`src/rtl/conv_seq_ctrl_pkg.sv`:
```
// Shared types and helpers for the convolution sequencer.
package conv_ctrl_pkg;

    // Sequencer states; encodings 10..15 are unreachable and recover to IDLE.
    typedef enum logic [3:0] {
        IDLE,
        ADDR,
        LOAD,
        MAC,
        SUM,
        ACC,
        BIAS,
        STORE,
        UPDATE,
        DONE
    } state_t;

    // mux_sel value that selects the row-product sum (also the idle value).
    localparam int MUX_SUM = 0;

    // Index width for a counter of n values; never narrower than one bit.
    function automatic int clog2_min1(input int n);
        return (n > 1) ? $clog2(n) : 1;
    endfunction

endpackage

```
`src/rtl/conv_seq_ctrl_if.sv`:
```
// Control/strobe bundle between the sequencer and the datapath blocks.
interface conv_seq_ctrl_if
    import conv_ctrl_pkg::*;
#(
    parameter int KH    = 3,
    parameter int C_IN  = 1,
    parameter int OUT_W = 26,
    parameter int OUT_H = 26,
    parameter int SEL_W = $clog2(KH + 1)
);
    localparam int CW = clog2_min1(C_IN);
    localparam int XW = clog2_min1(OUT_W);
    localparam int YW = clog2_min1(OUT_H);

    logic          start;
    logic          out_ready;
    logic          busy;
    logic          done;
    logic          addr;
    logic          load;
    logic [SEL_W-1:0] mux_sel;
    logic          flush_acc;
    logic          acc_enable;
    logic          bias_enable;
    logic          store;
    logic [XW-1:0] col_idx;
    logic [YW-1:0] row_idx;
    logic [CW-1:0] chan_idx;

    // Sequencer side.
    modport master (
        input  start, out_ready,
        output busy, done, addr, load, mux_sel, flush_acc, acc_enable,
               bias_enable, store, col_idx, row_idx, chan_idx
    );

    // Top-level control / datapath side.
    modport slave (
        output start, out_ready,
        input  busy, done, addr, load, mux_sel, flush_acc, acc_enable,
               bias_enable, store, col_idx, row_idx, chan_idx
    );

endinterface

```
`src/rtl/conv_seq_ctrl_pos_counter.sv`:
```
// Nested channel / column / row position counter for the sequencer.
module conv_pos_counter
    import conv_ctrl_pkg::*;
#(
    parameter int C_IN  = 1,
    parameter int OUT_W = 26,
    parameter int OUT_H = 26,
    localparam int CW = clog2_min1(C_IN),
    localparam int XW = clog2_min1(OUT_W),
    localparam int YW = clog2_min1(OUT_H)
) (
    input  logic          clk,
    input  logic          rst_n,
    input  logic          clr,
    input  logic          chan_inc,
    input  logic          pix_inc,
    output logic          last_chan,
    output logic          last_pix,
    output logic [CW-1:0] chan_idx,
    output logic [XW-1:0] col_idx,
    output logic [YW-1:0] row_idx
);
    localparam logic [CW-1:0] CHAN_LAST = CW'(C_IN - 1);
    localparam logic [XW-1:0] COL_LAST  = XW'(OUT_W - 1);
    localparam logic [YW-1:0] ROW_LAST  = YW'(OUT_H - 1);

    assign last_chan = (chan_idx == CHAN_LAST);
    assign last_pix  = (col_idx == COL_LAST) && (row_idx == ROW_LAST);

    // clr restarts the sweep; a pixel step clears the channel and moves raster-order.
    always_ff @(posedge clk or negedge rst_n) begin
        if (!rst_n) begin
            chan_idx <= '0;
            col_idx  <= '0;
            row_idx  <= '0;
        end else if (clr) begin
            chan_idx <= '0;
            col_idx  <= '0;
            row_idx  <= '0;
        end else if (pix_inc) begin
            chan_idx <= '0;
            if (col_idx == COL_LAST) begin
                col_idx <= '0;
                row_idx <= (row_idx == ROW_LAST) ? '0 : row_idx + 1'b1;
            end else begin
                col_idx <= col_idx + 1'b1;
            end
        end else if (chan_inc) begin
            chan_idx <= chan_idx + 1'b1;
        end
    end

endmodule

```
`src/rtl/conv_seq_ctrl.sv`:
```
// Convolution sequencer: walks every output pixel, KH MAC beats per input
// channel, optional bias, then a back-pressured store.
module conv_seq_ctrl
    import conv_ctrl_pkg::*;
#(
    parameter int KH      = 3,
    parameter int C_IN    = 1,
    parameter int OUT_W   = 26,
    parameter int OUT_H   = 26,
    parameter int BIAS_EN = 1,
    parameter int SEL_W   = $clog2(KH + 1)
) (
    input  logic          clk,
    input  logic          rst_n,
    conv_seq_ctrl_if.master bus
);
    localparam logic [SEL_W-1:0] BEAT_LAST = SEL_W'(KH);

    state_t state, nxt;
    logic   last_chan, last_pix;
    logic   clr, chan_inc, pix_inc;

    logic             busy_r, done_r, addr_r, load_r, flush_r;
    logic             acc_r, bias_r, store_r;
    logic [SEL_W-1:0] mux_r;

    // Counter steps follow the current state so indices stay registered.
    assign clr      = (state == IDLE) && bus.start;
    assign chan_inc = (state == ACC) && !last_chan;
    assign pix_inc  = (state == UPDATE);

    conv_pos_counter #(
        .C_IN  (C_IN),
        .OUT_W (OUT_W),
        .OUT_H (OUT_H)
    ) u_pos (
        .clk       (clk),
        .rst_n     (rst_n),
        .clr       (clr),
        .chan_inc  (chan_inc),
        .pix_inc   (pix_inc),
        .last_chan (last_chan),
        .last_pix  (last_pix),
        .chan_idx  (bus.chan_idx),
        .col_idx   (bus.col_idx),
        .row_idx   (bus.row_idx)
    );

    // Next-state decision; in MAC the mux_sel register doubles as the beat counter.
    always_comb begin
        nxt = state;
        case (state)
            IDLE:    if (bus.start) nxt = ADDR;
            ADDR:    nxt = LOAD;
            LOAD:    nxt = MAC;
            MAC:     if (mux_r == BEAT_LAST) nxt = SUM;
            SUM:     nxt = ACC;
            ACC:     nxt = !last_chan ? ADDR : ((BIAS_EN != 0) ? BIAS : STORE);
            BIAS:    nxt = STORE;
            STORE:   if (bus.out_ready) nxt = UPDATE;
            UPDATE:  nxt = last_pix ? DONE : ADDR;
            DONE:    nxt = IDLE;
            default: nxt = IDLE;
        endcase
    end

    // State register with outputs decoded from the next state, so every strobe is a flop.
    always_ff @(posedge clk or negedge rst_n) begin
        if (!rst_n) begin
            state   <= IDLE;
            busy_r  <= 1'b0;
            done_r  <= 1'b0;
            addr_r  <= 1'b0;
            load_r  <= 1'b0;
            flush_r <= 1'b0;
            acc_r   <= 1'b0;
            bias_r  <= 1'b0;
            store_r <= 1'b0;
            mux_r   <= SEL_W'(MUX_SUM);
        end else begin
            state   <= nxt;
            busy_r  <= (nxt != IDLE);
            done_r  <= (nxt == DONE);
            addr_r  <= (nxt == ADDR);
            // ADDR entered from ACC is a later channel of the same pixel: keep the sum.
            flush_r <= (nxt == ADDR) && (state != ACC);
            load_r  <= (nxt == LOAD);
            acc_r   <= (nxt == ACC);
            bias_r  <= (nxt == BIAS);
            store_r <= (nxt == STORE);
            if (nxt == MAC)
                mux_r <= (state == MAC) ? mux_r + 1'b1 : SEL_W'(1);
            else
                mux_r <= SEL_W'(MUX_SUM);
        end
    end

    assign bus.busy        = busy_r;
    assign bus.done        = done_r;
    assign bus.addr        = addr_r;
    assign bus.load        = load_r;
    assign bus.flush_acc   = flush_r;
    assign bus.acc_enable  = acc_r;
    assign bus.bias_enable = bias_r;
    assign bus.store       = store_r;
    assign bus.mux_sel     = mux_r;

endmodule
```
`src/flat_wrapper.sv`:
```
// flat-port wrapper written by rule: the top's interface ports become plain ports
module conv_seq_ctrl_flat import conv_ctrl_pkg::*;
#(
    parameter int KH      = 3,
    parameter int C_IN    = 1,
    parameter int OUT_W   = 26,
    parameter int OUT_H   = 26,
    parameter int BIAS_EN = 1,
    parameter int SEL_W   = $clog2(KH + 1)
)
  (clk, rst_n, bus_start, bus_out_ready, bus_busy, bus_done, bus_addr, bus_load, bus_mux_sel, bus_flush_acc, bus_acc_enable, bus_bias_enable, bus_store, bus_col_idx, bus_row_idx, bus_chan_idx);
  conv_seq_ctrl_if #(.KH(KH), .C_IN(C_IN), .OUT_W(OUT_W), .OUT_H(OUT_H), .SEL_W(SEL_W)) bus_i ();
  input  logic clk;
  input  logic rst_n;
  input wire logic [$bits(bus_i.start)-1:0] bus_start;
  input wire logic [$bits(bus_i.out_ready)-1:0] bus_out_ready;
  output wire logic [$bits(bus_i.busy)-1:0] bus_busy;
  output wire logic [$bits(bus_i.done)-1:0] bus_done;
  output wire logic [$bits(bus_i.addr)-1:0] bus_addr;
  output wire logic [$bits(bus_i.load)-1:0] bus_load;
  output wire logic [$bits(bus_i.mux_sel)-1:0] bus_mux_sel;
  output wire logic [$bits(bus_i.flush_acc)-1:0] bus_flush_acc;
  output wire logic [$bits(bus_i.acc_enable)-1:0] bus_acc_enable;
  output wire logic [$bits(bus_i.bias_enable)-1:0] bus_bias_enable;
  output wire logic [$bits(bus_i.store)-1:0] bus_store;
  output wire logic [$bits(bus_i.col_idx)-1:0] bus_col_idx;
  output wire logic [$bits(bus_i.row_idx)-1:0] bus_row_idx;
  output wire logic [$bits(bus_i.chan_idx)-1:0] bus_chan_idx;
  assign bus_i.start = bus_start;
  assign bus_i.out_ready = bus_out_ready;
  assign bus_busy = bus_i.busy;
  assign bus_done = bus_i.done;
  assign bus_addr = bus_i.addr;
  assign bus_load = bus_i.load;
  assign bus_mux_sel = bus_i.mux_sel;
  assign bus_flush_acc = bus_i.flush_acc;
  assign bus_acc_enable = bus_i.acc_enable;
  assign bus_bias_enable = bus_i.bias_enable;
  assign bus_store = bus_i.store;
  assign bus_col_idx = bus_i.col_idx;
  assign bus_row_idx = bus_i.row_idx;
  assign bus_chan_idx = bus_i.chan_idx;
  conv_seq_ctrl #(.KH(KH), .C_IN(C_IN), .OUT_W(OUT_W), .OUT_H(OUT_H), .BIAS_EN(BIAS_EN), .SEL_W(SEL_W)) u_core (.clk(clk), .rst_n(rst_n), .bus(bus_i));
endmodule
```
`config.mk`:
```
export PLATFORM = sky130hd
export DESIGN_NAME = conv_seq_ctrl_flat
export DESIGN_NICKNAME = d
export VERILOG_FILES = /design/src/rtl/conv_seq_ctrl_pkg.sv /design/src/rtl/conv_seq_ctrl_if.sv /design/src/rtl/conv_seq_ctrl_pos_counter.sv /design/src/rtl/conv_seq_ctrl.sv /design/src/flat_wrapper.sv
export SDC_FILE = /design/constraint.sdc
export NUM_CORES = 1
export LEC_CHECK = 0
export ABC_AREA = 1
export CAP_MARGIN = 5
export CORE_UTILIZATION = 40
export DETAILED_ROUTE_END_ITERATION = 6
export DONT_BUFFER_PORTS = 1
export GPL_TIMING_DRIVEN = 0
export PLACE_DENSITY = 0.55
export SYNTH_ARGS = -nofsm -noshare
export SYNTH_HDL_FRONTEND = slang
export SYNTH_SLANG_ARGS = --single-unit
```
`constraint.sdc`:
```
create_clock -name clk -period 3.2 [get_ports clk]
set_input_delay 0.48 -clock clk [delete_from_list [all_inputs] [get_ports clk]]
set_output_delay 0.48 -clock clk [all_outputs]
set_load 0.02 [all_outputs]
```
# ---- Word level (Yosys, flattened, before mapping)
# Cells that the tools add are included.
dict set report word_totals {
  regBits 25
  in_bits 4
  output_inout_bits 21
  wordCells 64
}
dict set report classes {
  n_addsub 4
  eq_ne 19
  mux 18
  reduce_logical 10
}
# op n
set op_table {}
lappend op_table {{$pmux 4 s9} 1}
lappend op_table {{$mux 5} 7}
lappend op_table {{$eq 4x3->1 const B} 7}
lappend op_table {{$eq 4x2->1 const B} 4}
lappend op_table {{$mux 4} 4}
lappend op_table {{$add 5x1->5 const B} 2}
lappend op_table {{$eq 5x5->1 const B} 2}
lappend op_table {{$eq 4x1->1 const B} 2}
lappend op_table {{$eq 4x4->1 const B} 2}
lappend op_table {{$logic_and 1x1->1} 4}
lappend op_table {{$logic_not 4->1} 1}
lappend op_table {{$mux 2} 2}
lappend op_table {{$ne 4x3->1 const B} 1}
lappend op_table {{$reduce_bool 2->1} 2}
lappend op_table {{$reduce_bool 4->1} 1}
lappend op_table {{$mux 1} 3}
lappend op_table {{$mux 3} 1}
lappend op_table {{$reduce_bool 3->1} 1}
lappend op_table {{$add 2x1->2 const B} 1}
lappend op_table {{$eq 2x2->1 const B} 1}
lappend op_table {{$reduce_and 2->1} 1}
lappend op_table {{$add 1x1->1 const B} 1}

# ---- Longest topological paths before layout
# Gate-level depths: netlist of run 1.
dict set report depth {
  word_depth 6
  mapped_depth 9
  ltp_nobuf 9
}

# ---- Cells and area by module
# A second synthesis of run 1 with hierarchy kept.
dict set report unflattened {
  cells_unflattened 162
  hier_area_um2 1400.1
}
# module n_inst cells_per_inst area_per_inst_um2 seq_area_each_um2
set by_module_without_submodules {}
lappend by_module_without_submodules {conv_seq_ctrl 1 79 714.4 350.3}
lappend by_module_without_submodules {conv_pos_counter 1 83 685.7 275.3}

# ---- Worst setup path before layout of run 1
# Ideal clock, no wire load.
dict set report synth_path {
  path_kind {flip-flop to flip-flop}
  from {reg u_core.u_pos.col_idx[1]}
  to {reg u_core.u_pos.row_idx[4]}
  setup_ps 121
  arrival_ps 1398
  t_required_ps 3079
  path_slack_ps 1681
  path_stages_with_launch 10
  n_path_buf 0
  period_less_slack_ps 1519
  cell_sequence {dfrtp_1 -> inv_1 -> ha_1 -> nand2_1 -> nor2_1 -> inv_1 -> o21ai_4 -> inv_2 -> nand2_1 -> o21ai_1}
}
dict set report synth_between {
  elab_chain_len 3
}
# element line_no
set synth_rtl {}
lappend synth_rtl {{from (decl)} conv_seq_ctrl_pos_counter.sv:20} ;# output logic [XW-1:0] col_idx,
lappend synth_rtl {{from (signal assigned)} conv_seq_ctrl_pos_counter.sv:46} ;# col_idx <= col_idx + 1'b1;
lappend synth_rtl {{$eq 5x5->1} conv_seq_ctrl_pos_counter.sv:42} ;# if (col_idx == COL_LAST) begin
lappend synth_rtl {{$reduce_bool 2->1 (no line)} n/a}
lappend synth_rtl {{$reduce_and 2->1 (no line)} n/a}
lappend synth_rtl {{to (signal assigned)} conv_seq_ctrl_pos_counter.sv:44} ;# row_idx <= (row_idx == ROW_LAST) ? '0 : row_idx + 1'b1;
lappend synth_rtl {{to (decl)} conv_seq_ctrl_pos_counter.sv:21} ;# output logic [YW-1:0] row_idx
# No other way between the ends.
# A chain may end at the register's enable or synchronous reset.

# ---- Final worst setup path of run 1
dict set report layout_path {
  from {reg u_core.u_pos.col_idx[1]}
  to {reg u_core.u_pos.row_idx[3]}
}
# Same word-level chain as after synthesis.

==> results.yml, run 1 <==
routing:
  drt_first_pass_iters: 4
  detail_route.iter0.violations: 41
  vias: 930
  drc_errors: 0
  vias_per_cell: 4.72
  routedWlPerCell_um: 11.8
  wl_um: 2330
  route.antenna.remaining_nets: 0
power:
  switchingPower_mw: 0.421
  comb_power_share_pct: 37.8
  sequentialPowerShare_pct: 46.8
  sw_frac_of_total_pct: 43.7
  power.static_leakage_nw: 0.702
  finalPower_mw: 0.964
  vdd_drop_max_mv: 0.336
  internal-power_mw: 0.543
  clockPowerShare_pct: 15.4
  power.density_cell_area_mw_per_mm2: 664
timing:
  final.min_clock_period_ns: 1.71
  maxSlewHeadroom_pct: 75.5
  hold_viol: 0
  worst_clock_skew_ns: 0.00585
  maxClockFrequency_mhz: 584
  slew_viol_final: 0
  hold_slack_ns: 0.317
  portion_of_the_clock_cycle_consumed_by_the_worst_path_in_the_final_layout_pct: 53.5
  worstMarginPinSlew_ns: 0.368
  final-setup-viol-count: 0
  fin_tns_setup_ns: 0
  rsz0062_at_grt: "false"
  finalWorstSetupSlack_ns: 1.49
worst_setup_path:
  reg2reg_slack_ns: 1.49
  cp-start-kind: "register"
  crit_fanout: 9
  rr_endpoint: "u_core.u_pos.row_idx[3]"
  crit_path_from: "u_core.u_pos.col_idx[1]"
  timing.critical_path.to_type: "register"
  timing.critical_path.to: "u_core.u_pos.row_idx[3]"
  r2r_cells: 9
  worst-setup-path-type: "register to register"
  worst_ep_required_time_ns: 3.43
  timing.critical_path.arrival_ns: 1.95
  rr_startpoint: "u_core.u_pos.col_idx[1]"
global_route:
  grt_pass1_vias: 915
  grt_antenna_before_repair: 0
  grt_overflow_total: 0
  grt_pass1_wl_um: 4000
  grt_start_max_net_pins: 26
  grt_use_total_pct: 15.4
floorplan:
  core_mm2: 0.00313
  die_y_um: 59.9
  effective_utilization_at_floorplan_pct: 42.8
  die_width_um: 59.9
  ioPinCount: 25
  die_area_mm2: 0.00359
  row_count: 20
synthesis:
  postSynthAreaPerCell_um2: 9.12
  postSynthRegisterBits: 25
  leading_area_contributor_after_synthesis: "sky130_fd_sc_hd__dfrtp_1"
  synth_fp_nets: 156
  synth-seq-area-share_pct: 46.7
  largest_cells_by_area_after_synthesis: "sky130_fd_sc_hd__dfrtp_1 (47%), sky130_fd_sc_hd__nand2_1 (6.4%), sky130_fd_sc_hd__inv_1 (6.2%)"
  synth_warnings: 0
  yosysTopAreaCellShare_pct: 46.7
  synth.lib_cells_used.distinct: 29
  synthesized_instance_count: 147
  netlist_area_mm2: 0.00134
clock_network:
  master_cell_of_the_clock_root_buffer: "sky130_fd_sc_hd__clkbuf_4"
  tritoncts.num_buffers: 3
  worst_skew_pair.late_latency_ns: 0.33
  clock_sink_count: 25
  htree_num_levels: 1
  tritoncts: "done"
  path_clk_slew_ns: 0.14
  max-clock-path-buffers: 2
  ctsResizeCount: 0
finish:
  layout.cells.most_common: "sky130_fd_sc_hd__dfrtp_1"
  drive_above_1_share_pct: 21.6
  num_antenna_cells: 0
  finalNetCount: 163
  layout_common_cells: "sky130_fd_sc_hd__dfrtp_1 (25), sky130_fd_sc_hd__nand2_1 (23), sky130_fd_sc_hd__inv_1 (22), sky130_fd_sc_hd__nor2_1 (12), sky130_fd_sc_hd__nand3_1 (9)"
  layout-area-overhead-vs-synth_pct: 8.40
  finalInstanceArea_mm2: 0.00145
  layout.filler_cells: 308
flow_run:
  max_cap_viol_count: 0
place:
  numPortBuffers: 0
  place_area_mm2: 0.00140
  place_worst_setup_slack_ns: 1.49
  hpwlAfterDp_um: 1710
  gpl.final_weighted_congestion: 0.805
outcome:
  status: "finished, final reports clean"
worst_hold_path:
  hold_path.class: "input pin to register"
-- power by group through the flow --
stage | registers (mW) | logic (mW) | clock network [mW]
after floorplan | 0.451 | 0.304 | 0
after global placement | 0.458 | 0.355 | 0
after detailed placement | 0.458 | 0.355 | 0
after CTS | 0.452 | 0.371 | 0.153
after global routing | 0.458 | 0.423 | 0.167
final | 0.451 | 0.365 | 0.149
-- worst max-delay path, stage by stage, from the launching register on --
cell and delay, ns:
sky130_fd_sc_hd__dfrtp_1 0.50, sky130_fd_sc_hd__inv_1 0.13, sky130_fd_sc_hd__ha_1 0.15, sky130_fd_sc_hd__nand2_1 0.05
sky130_fd_sc_hd__nor2_1 0.22, sky130_fd_sc_hd__inv_1 0.12, sky130_fd_sc_hd__o21ai_4 0.26, sky130_fd_sc_hd__inv_2 0.07
sky130_fd_sc_hd__nand2_1 0.06, sky130_fd_sc_hd__nand2_1 0.06
-- timing repair --
action,CTS,global route
hold buffers,2,0
endpoints found under the hold margin,25,0
setup buffers,0,0
-- per-layer routing --
layer	vias to the layer above	part of all wire, %	GRT usage [%]
met4	0	1.6	6.64
met2	21	41	21.9
met1	426	53	22.1
met3	5	4.5	3.68
li1	478	-	-
met5	-	0	0
-- flip-flops by register name (all words and copies together), names as in the netlist, 2 cells and up --
register	count
u_core.u_pos.col_idx	5
u_core.state	4
u_core.u_pos.row_idx	5
u_core.bus.mux_sel	2
-- worst min-delay path by stage --
stage | from | end | cells past startpoint
global route | bus_out_ready | u_core.state[3] | 2
floorplan | rst_n | u_core.bus.acc_enable | 0
global placement | rst_n | u_core.bus.load | 0
CTS | bus_out_ready | u_core.state[3] | 2
detailed placement | rst_n | u_core.bus.load | 0
finish | bus_out_ready | u_core.state[3] | 2
-- cell families after synthesis --
logic type                 synth area share, %
and+or+nand+nor                           33.2
buffers and inverters                     8.12
DFF                                       46.7
AOI/OAI and AO/OA                         5.23
adders and majority gates                 4.67
xor gates and xnor gates                  1.31
muxes                                    0.747
-- synthesized netlist by cell type (all sizes together) --
cell type,instances
a21oi,2
a31o,1
and3,1
buf,1
dfrtp,25
ha,5
inv,26
mux2i,1
nand2,30
nand3,14
nand4,4
nor2,18
nor2b,1
nor3,8
nor3b,1
o211ai,1
o21ai,4
o22ai,2
xor2,2
-- cell type report --
| cell class | instances | area, µm² | area share, % |
|---|---|---|---|
| Multi-Input combinational cell | 95 | 606 | 41.7 |
| Timing Repair Buffer | 2 | 30.0 | 2.07 |
| Buffer | 1 | 11.3 | 0.775 |
| Clock inverter | 1 | 5.00 | 0.345 |
| Inverter | 26 | 97.6 | 6.72 |
| Clock buffer | 3 | 22.5 | 1.55 |
| Sequential cell | 25 | 626 | 43.1 |
| Tap cell | 44 | 55.1 | 3.79 |
-- stage by stage --
stage | utilization, % | cells
global placement | 44.6 | 191
global route | 46.4 | 197
detailed placement | 44.6 | 191
CTS | 46.4 | 197
finish | 46.4 | 197
floorplan | - | 147
Note: power is estimated with default switching activity, not from simulation.
==> inputs of run 2 (changes only) <==
Clock period 3.2 ns to 1.63 ns, I/O delays scaled along.
==> run 2 against run 1 <==
Worst hold slack got worse by 0.22 ns. Register-to-register slack got worse by 1.4 ns. Combinational power is 97% higher. Final cell count rose by 0.51%. Non-clock buffer count unchanged. Clock skew is 0.0035 ns lower. Sequential cell count unchanged. Maximum frequency grew 14%. Clock power is 90% higher. Largest power group unchanged.
==> results.yml, run 2 (same netlist as run 1, synthesis figures left out) <==
power:
  sw_frac_of_total_pct: 43.4
  sequentialPowerShare_pct: 47.0
  power.density_cell_area_mw_per_mm2: 1280
  internal-power_mw: 1.07
  finalPower_mw: 1.89
  vdd_drop_max_mv: 0.660
  power.static_leakage_nw: 0.701
  switchingPower_mw: 0.821
  comb_power_share_pct: 38.1
  clockPowerShare_pct: 15.0
timing:
  rsz0062_at_grt: "false"
  slew_viol_final: 0
  hold_viol: 0
  finalWorstSetupSlack_ns: 0.130
  portion_of_the_clock_cycle_consumed_by_the_worst_path_in_the_final_layout_pct: 92.0
  worst_clock_skew_ns: 0.00235
  maxSlewHeadroom_pct: 75.8
  final-setup-viol-count: 0
  worstMarginPinSlew_ns: 0.363
  final.min_clock_period_ns: 1.50
  maxClockFrequency_mhz: 667
global_route:
  grt_start_max_net_pins: 26
  grt_use_total_pct: 15.6
  grt_antenna_before_repair: 0
  grt_pass1_wl_um: 4050
  grt_pass1_vias: 921
  grt_overflow_total: 0
finish:
  layout_common_cells: "sky130_fd_sc_hd__nand2_1 (23), sky130_fd_sc_hd__dfrtp_1 (22), sky130_fd_sc_hd__inv_1 (20), sky130_fd_sc_hd__nor2_1 (10), sky130_fd_sc_hd__nand3_1 (9)"
  drive_above_1_share_pct: 26.6
  final_standard_cell_utilization_of_the_core_pct: 47.2
  final-instance-count-excl-fill: 198
  layout.cells.most_common: "sky130_fd_sc_hd__nand2_1"
  largestRegisters: "u_core.u_pos.col_idx: 5 flops, u_core.u_pos.row_idx: 5 flops, u_core.state: 4 flops"
  finalNetCount: 164
  num_antenna_cells: 0
  layout-area-overhead-vs-synth_pct: 10.1
  finalInstanceArea_mm2: 0.00148
floorplan:
  die_y_um: 59.9
  ioPinCount: 25
  row_count: 20
  core_mm2: 0.00313
  die_area_mm2: 0.00359
  effective_utilization_at_floorplan_pct: 42.8
  die_width_um: 59.9
clock_network:
  clock_sink_count: 25
  master_cell_of_the_clock_root_buffer: "sky130_fd_sc_hd__clkbuf_4"
  postCtsSetupBuffers: 0
  max-clock-path-buffers: 2
  path_clk_slew_ns: 0.14
  worst_skew_pair.late_latency_ns: 0.32
  tritoncts: "done"
  htree_num_levels: 1
  tritoncts.num_buffers: 3
worst_setup_path:
  critical-path-top-delay-family: "simple AND/OR/NAND/NOR gates"
  cp-start-kind: "register"
  rr_endpoint: "u_core.bus.addr"
  worst-setup-path-type: "register to register"
  critPathBufInv: 2
  crit_fanout: 4
  reg2reg_slack_ns: 0.13
  worst_ep_required_time_ns: 1.86
  timing.critical_path.arrival_ns: 1.73
  crit_path_from: "u_core.u_pos.row_idx[1]"
  critical-path-slowest-cell: "sky130_fd_sc_hd__dfrtp_1"
  cp_cell_sequence: "inv_1 > ha_1 > nand2_1 > nor2_2 > nand3_2 > nand2_2 > inv_1 > nand2_2 > nor2_1"
  timing.critical_path.to_type: "register"
  rr_startpoint: "u_core.u_pos.row_idx[1]"
  r2r_cells: 9
  max_stage_delay_ns: 0.51
worst_hold_path:
  holdCritStartpoint: "bus_out_ready"
  hold_depth: 2
  min_delay_worst_endpoint: "u_core.state[3]"
  hold_path.class: "input pin to register"
routing:
  routedWlPerCell_um: 12.3
  route.antenna.remaining_nets: 0
  detail_route.iter0.violations: 29
  drt_first_pass_iters: 4
  drc_errors: 0
  vias: 945
  wl_um: 2440
  vias_per_cell: 4.77
place:
  place_area_mm2: 0.00140
  place_worst_setup_slack_ns: -0.0817
  dp_cells: 191
  hpwlAfterDp_um: 1710
  gpl.final_weighted_congestion: 0.805
  numPortBuffers: 0
flow_run:
  max_cap_viol_count: 0
outcome:
  status: "finished, final reports clean"
==> run 2: final cells by class <==
type                            count  area, µm²
Buffer                              1       11.3
Clock buffer                        3       22.5
Clock inverter                      1       5.00
Fill cell                         304       1650
Inverter                           26       97.6
Multi-Input combinational cell     96        624
Sequential cell                    25        629
Tap cell                           44       55.1
Timing Repair Buffer                2       30.0
==> run 2: per-layer routing <==
metal | vias up | wire, µm | track usage [%]
li1 | 482 | - | -
met2 | 22 | 1030 | 22.1
met3 | 4 | 102 | 3.68
met4 | 0 | 29 | 6.64
met1 | 437 | 1280 | 22.5
met5 | - | 0 | 0
==> run 2: worst max-delay path by stage <==
stage | endpoint | slack, ns | depth (start not counted)
3_3_place_gp | u_core.u_pos.row_idx[4] | -0.05 | 9
5_1_grt | u_core.u_pos.row_idx[2] | 0.02 | 8
4_1_cts | u_core.u_pos.row_idx[3] | 0.01 | 9
6_report | u_core.bus.addr | 0.13 | 9
2_1_floorplan | u_core.u_pos.row_idx[4] | 0.11 | 9
3_5_place_dp | u_core.u_pos.row_idx[3] | -0.08 | 9
==> run 2: what timing repair did <==
item,CTS,global route
endpoints found under the hold margin,25,0
resized for setup,3,5
endpoints found under the setup margin,8,12
hold buffers,2,0
gates cloned,1,0
pin swaps,1,2
==> run 2: worst reg2reg max path: stages, from the launching register on <==
cell and delay, ns:
sky130_fd_sc_hd__dfrtp_1 0.51, sky130_fd_sc_hd__inv_1 0.11, sky130_fd_sc_hd__ha_1 0.14, sky130_fd_sc_hd__nand2_1 0.06, sky130_fd_sc_hd__nor2_2 0.16, sky130_fd_sc_hd__nand3_2 0.12
sky130_fd_sc_hd__nand2_2 0.09, sky130_fd_sc_hd__inv_1 0.06, sky130_fd_sc_hd__nand2_2 0.10, sky130_fd_sc_hd__nor2_1 0.06
==> run 2: power by group through the flow <==
stage                     clock, mW  combinational (mW)  sequential (mW)
final                         0.283               0.720            0.888
after global routing          0.327               0.831            0.901
after CTS                     0.301               0.730            0.889
after detailed placement          0               0.696            0.898
after global placement            0               0.697            0.899
after floorplan                   0               0.596            0.886
==> run 2: per-stage QoR <==
step           TNS (ns)  hold WS [ns]
2_1_floorplan         0       -0.0511
3_3_place_gp     -0.100       -0.0506
3_5_place_dp     -0.258       -0.0506
4_1_cts               0        0.0833
5_1_grt               0        0.0795
6_report              0        0.0942
==> edit, RTL diff (settings of run 2) <==
Compare `col_idx` against `COL_LAST` with >= in place of ==.
--- a/src/rtl/conv_seq_ctrl_pos_counter.sv
+++ b/src/rtl/conv_seq_ctrl_pos_counter.sv
@@ -25,7 +25,7 @@
     localparam logic [YW-1:0] ROW_LAST  = YW'(OUT_H - 1);
 
     assign last_chan = (chan_idx == CHAN_LAST);
-    assign last_pix  = (col_idx == COL_LAST) && (row_idx == ROW_LAST);
+    assign last_pix  = (col_idx >= COL_LAST) && (row_idx == ROW_LAST);
 
     // clr restarts the sweep; a pixel step clears the channel and moves raster-order.
     always_ff @(posedge clk or negedge rst_n) begin
Check against the original RTL: same outputs for any inputs over 10 cycles, from zero or initial values and one cycle with rst_n low; that may be too few to reach the edited logic, so the function may still have changed.
==> edit against run 2 <==
- setup slack gained 7.6 ps
- sequential cell count is the same
- largest power group unchanged
- total power grew 6.5%
- cell area shrank 0.85%
- critical endpoint is now u_core.bus.flush_acc
- highest routed layer unchanged
- synthesized area shrank 0.65%
- routed wire length shrank 2.1%
- utilization is essentially flat
- sequential share of layout area grew 0.45 points
==> edit: results (changes against run 2) <==
* Outcome: finished, final reports clean
* P_clk at 0.274 mW (-3%)
* Reg2reg path depth at 9 (unchanged)
* Fillers at 323 (+6.3%)
* Postcts setup bufs at 0 (unchanged)
* Number of library cell types mapped by synthesis at 26 (-10%)
* Syn Area/Cell at 8.64 sq um (-5.2%)
* Initial DRC Count at 47 (+62%)
* Max rail drop VDD at 0.703 mV (+6.4%)
* Setup-failing EPs final at 0 (unchanged)
* CTS Buf Count at 3 (unchanged)
* Pint at 1.12 mW (+4.8%)
* First-pass GRT wire length at 4080 um (+0.84%)
* Worst min-delay path class: primary input to flop
* Biggest regs: u_core.u_pos.col_idx x5, u_core.u_pos.row_idx x5, u_core.state x4
* WHS Path Cells at 2 (unchanged)
* Place WS at -10.5 ps (+71.2 ps)
* R2R setup slack at between 100 and 150 ps
* Multi-input logic area at 599 sq um (-4.0%)
* GR Util All Layers at 15.7% (+0.093 points)
* Seq power at 0.954 mW (+7.4%)
* Vias at 978 (+3.5%)
* Register area share after synthesis at 47.0% (+0.31 points)
* Final HPWL DP at 1830 um (+7.3%)
* Post-Place Cell Area at 1390 sq um (-0.63%)
* GPL Wtd Cong at 0.798 (-0.89%)
* Syn Nets at 163 (+4.5%)
* Psw at 0.892 mW (+8.6%)
* Final-stage net count at 170 (+3.7%)
* Share of post-route cells with drive strength above 1 at 20.0% (-6.6 points)
* Worst r2r dst: u_core.bus.flush_acc
* Mean routed wirelength per cell at 11.7 um (-5.0%)
* Headroom to the max-slew limit at 79.7% (+3.9 points)
* Number of global-route vias before repair at 933 (+1.3%)
* Worst clock skew at 2.57 ps (+0.220 ps)
* Worst Hold End: u_core.state[3]
* Synth warn at 0 (unchanged)
* Synth area leaders: dfrtp_1 47%, nand2_1 7.3%, inv_1 6.2%
* Port buffer count at 0 (unchanged)
* Worst-skew pair later-pin latency at 310 ps
* Tcrit/Tclk final at 91.6% (-0.46 points)
* CTS resizes at 1 (-2)
* First drt pass iteration count at 4 (unchanged)
* Leakage at 0.728 nW (+3.9%)
* Hold Slack at 118 ps (+24.1 ps)
* Critical path's slowest cell: dfrtp_2
* Commonest cells in the netlist: 26 x nand2_1, 25 x dfrtp_1, 22 x inv_1, 19 x nor2_1, 16 x nand3_1
* Via density at 4.79 (+0.45%)
edit: changes by cell type in the layout (fill, tap and decap cells not counted), moves of 3 or more:
cell	change
nor2_1	+9
a21oi_1	+4
nand3_1	+7
nor3_2	-3
edit: cell families (layout without fill, tap and decap cells):
kind of cell,count (synthesis),in the layout,synth area share (%)
buf+inv,27,33,9.12
fa+ha+maj,5,5,4.70
simple gates,84,84,33.6
compound gates,12,12,4.89
mux,1,1,0.752
flops,25,25,47.0
edit: cell type report:
type | count | share of cell area, %
plain buffers | 2 | 1.54
well taps | 44 | 3.76
multi-input cells | 102 | 41.0
flip-flops and latches | 25 | 43.1
inverters | 25 | 6.76
clock buffers | 4 | 1.80
repair buffers | 2 | 2.05
edit: per-layer routing:
metal	global-route usage (%)	vias to the layer above	wire length, um
met5	0	-	0
met4	6.98	0	31
met2	23.8	19	1080
met3	4.11	4	120
li1	-	502	-
met1	20.9	453	1160
